===== src/rtl/gte_seq_pkg.sv =====
// Shared types for the GTE COP2 sequencer.
//   E_COP2OP     : CPU coprocessor operation codes (5-7 reserved)
//   seqState_t   : sequencer FSM states
//   CTRL_REG_BIT : bit of the engine register ID that selects control registers
package gte_seq_pkg;

    typedef enum logic [2:0] {
        OP_MTC2 = 3'd0,
        OP_CTC2 = 3'd1,
        OP_MFC2 = 3'd2,
        OP_CFC2 = 3'd3,
        OP_CMD  = 3'd4
    } E_COP2OP;

    typedef enum logic [2:0] {
        S_IDLE  = 3'd0,
        S_WRITE = 3'd1,
        S_READ  = 3'd2,
        S_ISSUE = 3'd3,
        S_BUSY  = 3'd4
    } seqState_t;

    localparam int CTRL_REG_BIT = 5;

    // Control-register ops (CTC2/CFC2) address the upper half of the engine register map.
    function automatic logic isCtrlOp(input logic [2:0] op);
        return (op == OP_CTC2) || (op == OP_CFC2);
    endfunction

endpackage


===== src/rtl/gte_cop2_sequencer.sv =====
// Front-end controller between the CPU COP2 port and the GTE engine.
// Turns MTC2/CTC2 into engine register writes, MFC2/CFC2 into engine register
// reads, and COP2 commands into launch pulses. Register access is held off while
// a command executes; one command may be queued behind the running one; a
// watchdog flags an engine that stays busy too long.
// Ports:
//   i_clk, i_rst                    clock, synchronous active-high reset
//   i_cpuValid/o_cpuReady           CPU operation handshake
//   i_cpuOp/i_cpuRegIdx/i_cpuData/i_cpuInstr  operation fields
//   o_cpuRdData/o_cpuRdValid        read result, one-cycle pulse
//   o_gteRegID/o_gteWritReg/o_gteDataOut/i_gteDataIn  engine register port
//   o_gteInstr/o_gteRun/i_gteExecuting                engine command port
//   o_busy                          sequencer not idle or command queued
//   o_wdogErr                       sticky watchdog error
module gte_cop2_sequencer
    import gte_seq_pkg::*;
#(
    parameter int WDOG_CYCLES = 255
) (
    input  logic        i_clk,
    input  logic        i_rst,
    input  logic        i_cpuValid,
    output logic        o_cpuReady,
    input  logic [2:0]  i_cpuOp,
    input  logic [4:0]  i_cpuRegIdx,
    input  logic [31:0] i_cpuData,
    input  logic [24:0] i_cpuInstr,
    output logic [31:0] o_cpuRdData,
    output logic        o_cpuRdValid,
    output logic [5:0]  o_gteRegID,
    output logic        o_gteWritReg,
    output logic [31:0] o_gteDataOut,
    input  logic [31:0] i_gteDataIn,
    output logic [24:0] o_gteInstr,
    output logic        o_gteRun,
    input  logic        i_gteExecuting,
    output logic        o_busy,
    output logic        o_wdogErr
);

    localparam logic [7:0] WDOG_LIMIT = 8'(WDOG_CYCLES);

    seqState_t   state, stateNxt;
    logic        pendValid, pendValidNxt;
    logic [24:0] pendInstr, pendInstrNxt;
    logic [7:0]  wdogCnt, wdogCntNxt;
    logic        wdogErrNxt;
    logic [5:0]  regIdNxt;
    logic [31:0] dataOutNxt, rdDataNxt;
    logic        writRegNxt, rdValidNxt, runNxt;
    logic [24:0] instrNxt;
    logic        accept;

    // Ready depends on which op is presented while BUSY (only a CMD may queue),
    // so it is decoded from the registered state and the incoming op field.
    assign o_cpuReady = (state == S_IDLE) ||
                        ((state == S_BUSY) && (i_cpuOp == OP_CMD) && !pendValid);
    assign accept     = i_cpuValid && o_cpuReady;
    assign o_busy     = (state != S_IDLE) || pendValid;

    always_ff @(posedge i_clk) begin
        if (i_rst) begin
            state        <= S_IDLE;
            pendValid    <= 1'b0;
            pendInstr    <= '0;
            wdogCnt      <= '0;
            o_wdogErr    <= 1'b0;
            o_gteRegID   <= '0;
            o_gteDataOut <= '0;
            o_gteWritReg <= 1'b0;
            o_cpuRdData  <= '0;
            o_cpuRdValid <= 1'b0;
            o_gteInstr   <= '0;
            o_gteRun     <= 1'b0;
        end else begin
            state        <= stateNxt;
            pendValid    <= pendValidNxt;
            pendInstr    <= pendInstrNxt;
            wdogCnt      <= wdogCntNxt;
            o_wdogErr    <= wdogErrNxt;
            o_gteRegID   <= regIdNxt;
            o_gteDataOut <= dataOutNxt;
            o_gteWritReg <= writRegNxt;
            o_cpuRdData  <= rdDataNxt;
            o_cpuRdValid <= rdValidNxt;
            o_gteInstr   <= instrNxt;
            o_gteRun     <= runNxt;
        end
    end

    always_comb begin
        stateNxt     = state;
        pendValidNxt = pendValid;
        pendInstrNxt = pendInstr;
        wdogCntNxt   = wdogCnt;
        wdogErrNxt   = o_wdogErr;
        regIdNxt     = o_gteRegID;
        dataOutNxt   = o_gteDataOut;
        writRegNxt   = 1'b0;
        rdDataNxt    = o_cpuRdData;
        rdValidNxt   = 1'b0;
        instrNxt     = o_gteInstr;
        runNxt       = 1'b0;

        case (state)
            S_IDLE: begin
                if (accept) begin
                    case (i_cpuOp)
                        OP_MTC2, OP_CTC2: begin
                            regIdNxt               = {1'b0, i_cpuRegIdx};
                            regIdNxt[CTRL_REG_BIT] = isCtrlOp(i_cpuOp);
                            dataOutNxt             = i_cpuData;
                            writRegNxt             = 1'b1;
                            stateNxt               = S_WRITE;
                        end
                        OP_MFC2, OP_CFC2: begin
                            regIdNxt               = {1'b0, i_cpuRegIdx};
                            regIdNxt[CTRL_REG_BIT] = isCtrlOp(i_cpuOp);
                            stateNxt               = S_READ;
                        end
                        OP_CMD: begin
                            instrNxt = i_cpuInstr;
                            runNxt   = 1'b1;
                            stateNxt = S_ISSUE;
                        end
                        default: ;  // reserved op: consumed and dropped
                    endcase
                end
            end
            S_WRITE: stateNxt = S_IDLE;
            S_READ: begin
                // Engine read data is combinational from o_gteRegID, stable this cycle.
                rdDataNxt  = i_gteDataIn;
                rdValidNxt = 1'b1;
                stateNxt   = S_IDLE;
            end
            S_ISSUE: begin
                wdogCntNxt = '0;
                stateNxt   = S_BUSY;
            end
            S_BUSY: begin
                wdogCntNxt = wdogCnt + 8'd1;
                if (wdogCnt + 8'd1 == WDOG_LIMIT) begin
                    // Watchdog has priority over a simultaneous executing drop.
                    wdogErrNxt   = 1'b1;
                    pendValidNxt = 1'b0;
                    stateNxt     = S_IDLE;
                end else if (!i_gteExecuting) begin
                    if (pendValid) begin
                        instrNxt     = pendInstr;
                        runNxt       = 1'b1;
                        pendValidNxt = 1'b0;
                        stateNxt     = S_ISSUE;
                    end else if (accept) begin
                        // CMD arriving in the drop cycle bypasses the pending slot.
                        instrNxt = i_cpuInstr;
                        runNxt   = 1'b1;
                        stateNxt = S_ISSUE;
                    end else begin
                        stateNxt = S_IDLE;
                    end
                end else if (accept) begin
                    pendInstrNxt = i_cpuInstr;
                    pendValidNxt = 1'b1;
                end
            end
            default: stateNxt = S_IDLE;
        endcase
    end

endmodule


===== config.mk =====
export PLATFORM = sky130hd
export DESIGN_NAME = gte_cop2_sequencer
export DESIGN_NICKNAME = d
export VERILOG_FILES = /design/src/rtl/gte_seq_pkg.sv /design/src/rtl/gte_cop2_sequencer.sv
export SDC_FILE = /design/constraint.sdc
export NUM_CORES = 1
export LEC_CHECK = 0
export BUFFER_PORTS_ARGS = -buffer_cell sky130_fd_sc_hd__buf_2
export CAP_MARGIN = 20
export CORE_MARGIN = 1
export CORE_UTILIZATION = 40
export DETAILED_ROUTE_END_ITERATION = 10
export HOLD_SLACK_MARGIN = 0.06
export PLACE_DENSITY_LB_ADDON = 0.15
export SLEW_MARGIN = 10
export SYNTH_ARGS = -nofsm -noshare
export SYNTH_HDL_FRONTEND = slang
export SYNTH_SLANG_ARGS = --single-unit

===== constraint.sdc =====
create_clock -name i_clk -period 5.55 [get_ports i_clk]
set_input_delay 0.555 -clock i_clk [delete_from_list [all_inputs] [get_ports i_clk]]
set_output_delay 0.555 -clock i_clk [all_outputs]
set_load 0.005 [all_outputs]

==> results by group <==
Clocking
  – H-tree depth: 4
  – Total setup buffers inserted after CTS: 0
  – Cts repair resizes: 0
  – CTS tree: yes
  – Clock root cell: clkbuf_16
  – Clk slew on worst S/H paths: 0.06 ns
  – Later-pin clock latency in the skew report: 0.41 ns
  – Count of hold-fix buffers inserted at cts: 0
  – Clock Path Buffers: 2
  – Total CTS buffers: 17
  – Clock Sink Count: 136

Setup path
  – R2r worst-path depth: 6
  – Setup Crit Path Kind: register to register
  – Crit-path max FO: 25
  – Arrival time worst endpoint: 3.16 ns
  – CP Capture Type: register
  – Critical Path Start Type: register
  – Worst Path Required: 5.85 ns

Die
  – Initial Util: 41.39%
  – I/O pins: 202
  – DIE AREA: 0.01502 mm2
  – Core area: 0.01404 mm2
  – Die width: 122.5 um
  – Die Y: 122.5 um
  – # rows: 43

Synth
  – Average size of a mapped cell: 8.649 um2
  – Post-synth EDFFs: 0
  – Synth warnings: 0
  – Post-synth cell types: 47
  – Top cells by area, synth: dfxtp_1 47%, nand2_1 9.1%, a21oi_1 6.5%
  – Mapped Cells: 672
  – Main synth FF type: dfxtp_1
  – Sequential element share of the synthesized area: 46.85%
  – Post-synth top area share: 46.85%
  – Cell Area, Synth: 0.005812 mm2
  – Yosys top cell by area: dfxtp_1
  – Seq cells post-synth: 136
  – Syn_nets: 775
  – Asr flop ratio synth: 0%

Cells and area
  – Synthesis-to-finish area growth: 30.66%
  – Cell Count, Final, Fillers Out: 1040
  – Final net count: 950
  – Most frequent cells in the layout: 200 x buf_2, 141 x nand2_1, 136 x dfxtp_1
  – Antenna fix cells: 0
  – Share of cells above drive strength 1: 30.81%
  – Most common cell after layout, fill and taps aside: buf_2

Routing
  – Starting DRT DRC Count: 216
  – Routed len/inst: 13.91 um
  – Vias per cell: 5.049
  – DRC violations left: 0
  – DR pass1 iterations: 4
  – Total wire length: 14.47 mm
  – Antenna Nets Post-Route: 0
  – Total number of vias: 5251

Timing
  – Min Clock Period, post-route: 2.862 ns
  – F_max: 0.3494 GHz
  – Slew at the pin with the worst max-slew slack: 0.8411 ns
  – Final Hold Viols: 0
  – Final setup fails: 0
  – Final setup margin: 2.688 ns
  – Setup TNS: 0 ns
  – Final clock skew: 0.006474 ns
  – Slew Limit Headroom: 43.86%
  – Max Slew Vio Count: 0
  – Final period utilization: 51.57%
  – RSZ-0062 raised after global routing: no

Place
  – Dpl ws: 2.731 ns
  – Gpl congestion: 0.8250
  – Placed Cells: 1003
  – Post-DP HPWL: 9.674 mm
  – Port buffer count: 201

Pwr
  – Comb pwr share: 7.7%
  – Sequential power share: 42.8%
  – Net Sw Frac: 21.39%
  – Final Power: 2.375 mW
  – Pwr Density: 312.7 mW/mm2
  – Worst vdd ir: 224.0 uV
  – Internal power: 1.867 mW
  – P_sw: 0.5079 mW
  – Clock power frac: 49.5%
  – Leak: 3.119 nW

Hold path
  – Hold depth: 3
  – Hold/Removal Path Class: input pin to register

Status
  – Status: finished clean

GRT
  – Number of global-route vias before repair: 4750
  – First-pass GRT wire length: 22.58 mm
  – Global route total overflow: 0
  – Largest net degree at the start of global routing: 116
  – Initial antenna violation count: 0
  – All-Layer GR Usage: 19.13%

Job
  – Max-capacitance violation count: 0
logic make-up (layout without fill, tap and decap cells):
kind of cell             after synthesis  count (layout)  share of synthesized area (%)
adder cells (fa/ha/maj)                2               2                         0.4305
flip-flops                           136             136                          46.85
buffers and inverters                 84             272                          6.394
multiplexers                          32              32                          5.533
XOR/XNOR                               1               1                         0.1507
AO/OA/AOI/OAI                        151             151                          18.92
AND/OR/NAND/NOR                      266             266                          21.72
power groups by stage:
| stage | registers [mW] | logic (mW) | clock network (mW) |
|---|---|---|---|
| 2_1_floorplan | 1.04 | 0.0929 | 0 |
| 3_3_place_gp | 1.04 | 0.170 | 0 |
| 3_5_place_dp | 1.04 | 0.178 | 0 |
| 4_1_cts | 1.02 | 0.179 | 1.20 |
| 5_1_grt | 1.02 | 0.202 | 1.24 |
| 6_report | 1.02 | 0.182 | 1.18 |
final cells by class:
class | count | area, um2
clock buffer | 25 | 515.5
clock inverter | 7 | 112.6
fill | 1322 | 6449
inverter | 29 | 108.9
multi-input combinational | 452 | 2730
sequential | 136 | 2723
tap | 180 | 225.2
timing repair buffer | 211 | 1179
flip-flops by register name (all words and copies together), names as in the netlist:
register,count
wdogCnt,8
pendValid,1
o_gteDataOut,32
o_gteInstr,25
o_cpuRdValid,1
o_wdogErr,1
o_gteWritReg,1
o_gteRun,1
o_cpuRdData,32
o_gteRegID,6
pendInstr,25
state,3
synthesized netlist by cell type (4+ instances only):
library cell and count:
a211oi_1 26, a21oi_1 76, a221oi_1 8, a221oi_2 19, buf_2 13, buf_6 4
clkbuf_1 31, dfxtp_1 136, inv_1 29, mux2i_1 31, nand2_1 141, nand2b_1 51
nand3_1 6, nor2_1 20, nor2b_1 25, nor3_1 4, o21ai_0 6
routing by layer:
layer / vias up / GRT usage (%) / part of all wire, %
li1: 2631 / - / -
met1: 2471 / 24.00 / 46
met2: 137 / 30.55 / 46
met3: 12 / 6.041 / 6.5
met4: 0 / 7.165 / 1.3
met5: - / 0 / 0
path summary, 6_finish.rpt:
kind              startpoint               end  slack, ns
max               wdogCnt[1]     o_gteInstr[0]       2.69
min            i_cpuData[28]  o_gteDataOut[28]       0.38
max reg2reg       wdogCnt[1]     o_gteInstr[0]       2.69
min reg2reg  o_cpuRdData[29]   o_cpuRdData[29]       0.45
worst max-delay path, stage by stage, from the launching register on:
cell	delay, ns
dfxtp_1	0.44
ha_1	0.39
nand2_1	0.09
o31ai_1	0.28
a32o_1	0.31
nand3_2	0.69
a221oi_1	0.54
metrics by stage:
| stage | utilization, % | hold WS, ns | cell area [um2] |
|---|---|---|---|
| global placement | 48.55 | 0.4386 | 6818 |
| CTS | 53.42 | 0.3609 | 7501 |
| floorplan | - | 0.4495 | 5812 |
| finish | 54.08 | 0.3779 | 7594 |
| global route | 54.08 | 0.3738 | 7594 |
| detailed placement | 48.94 | 0.4433 | 6873 |
No activity file was read; power rests on OpenSTA's default activity.
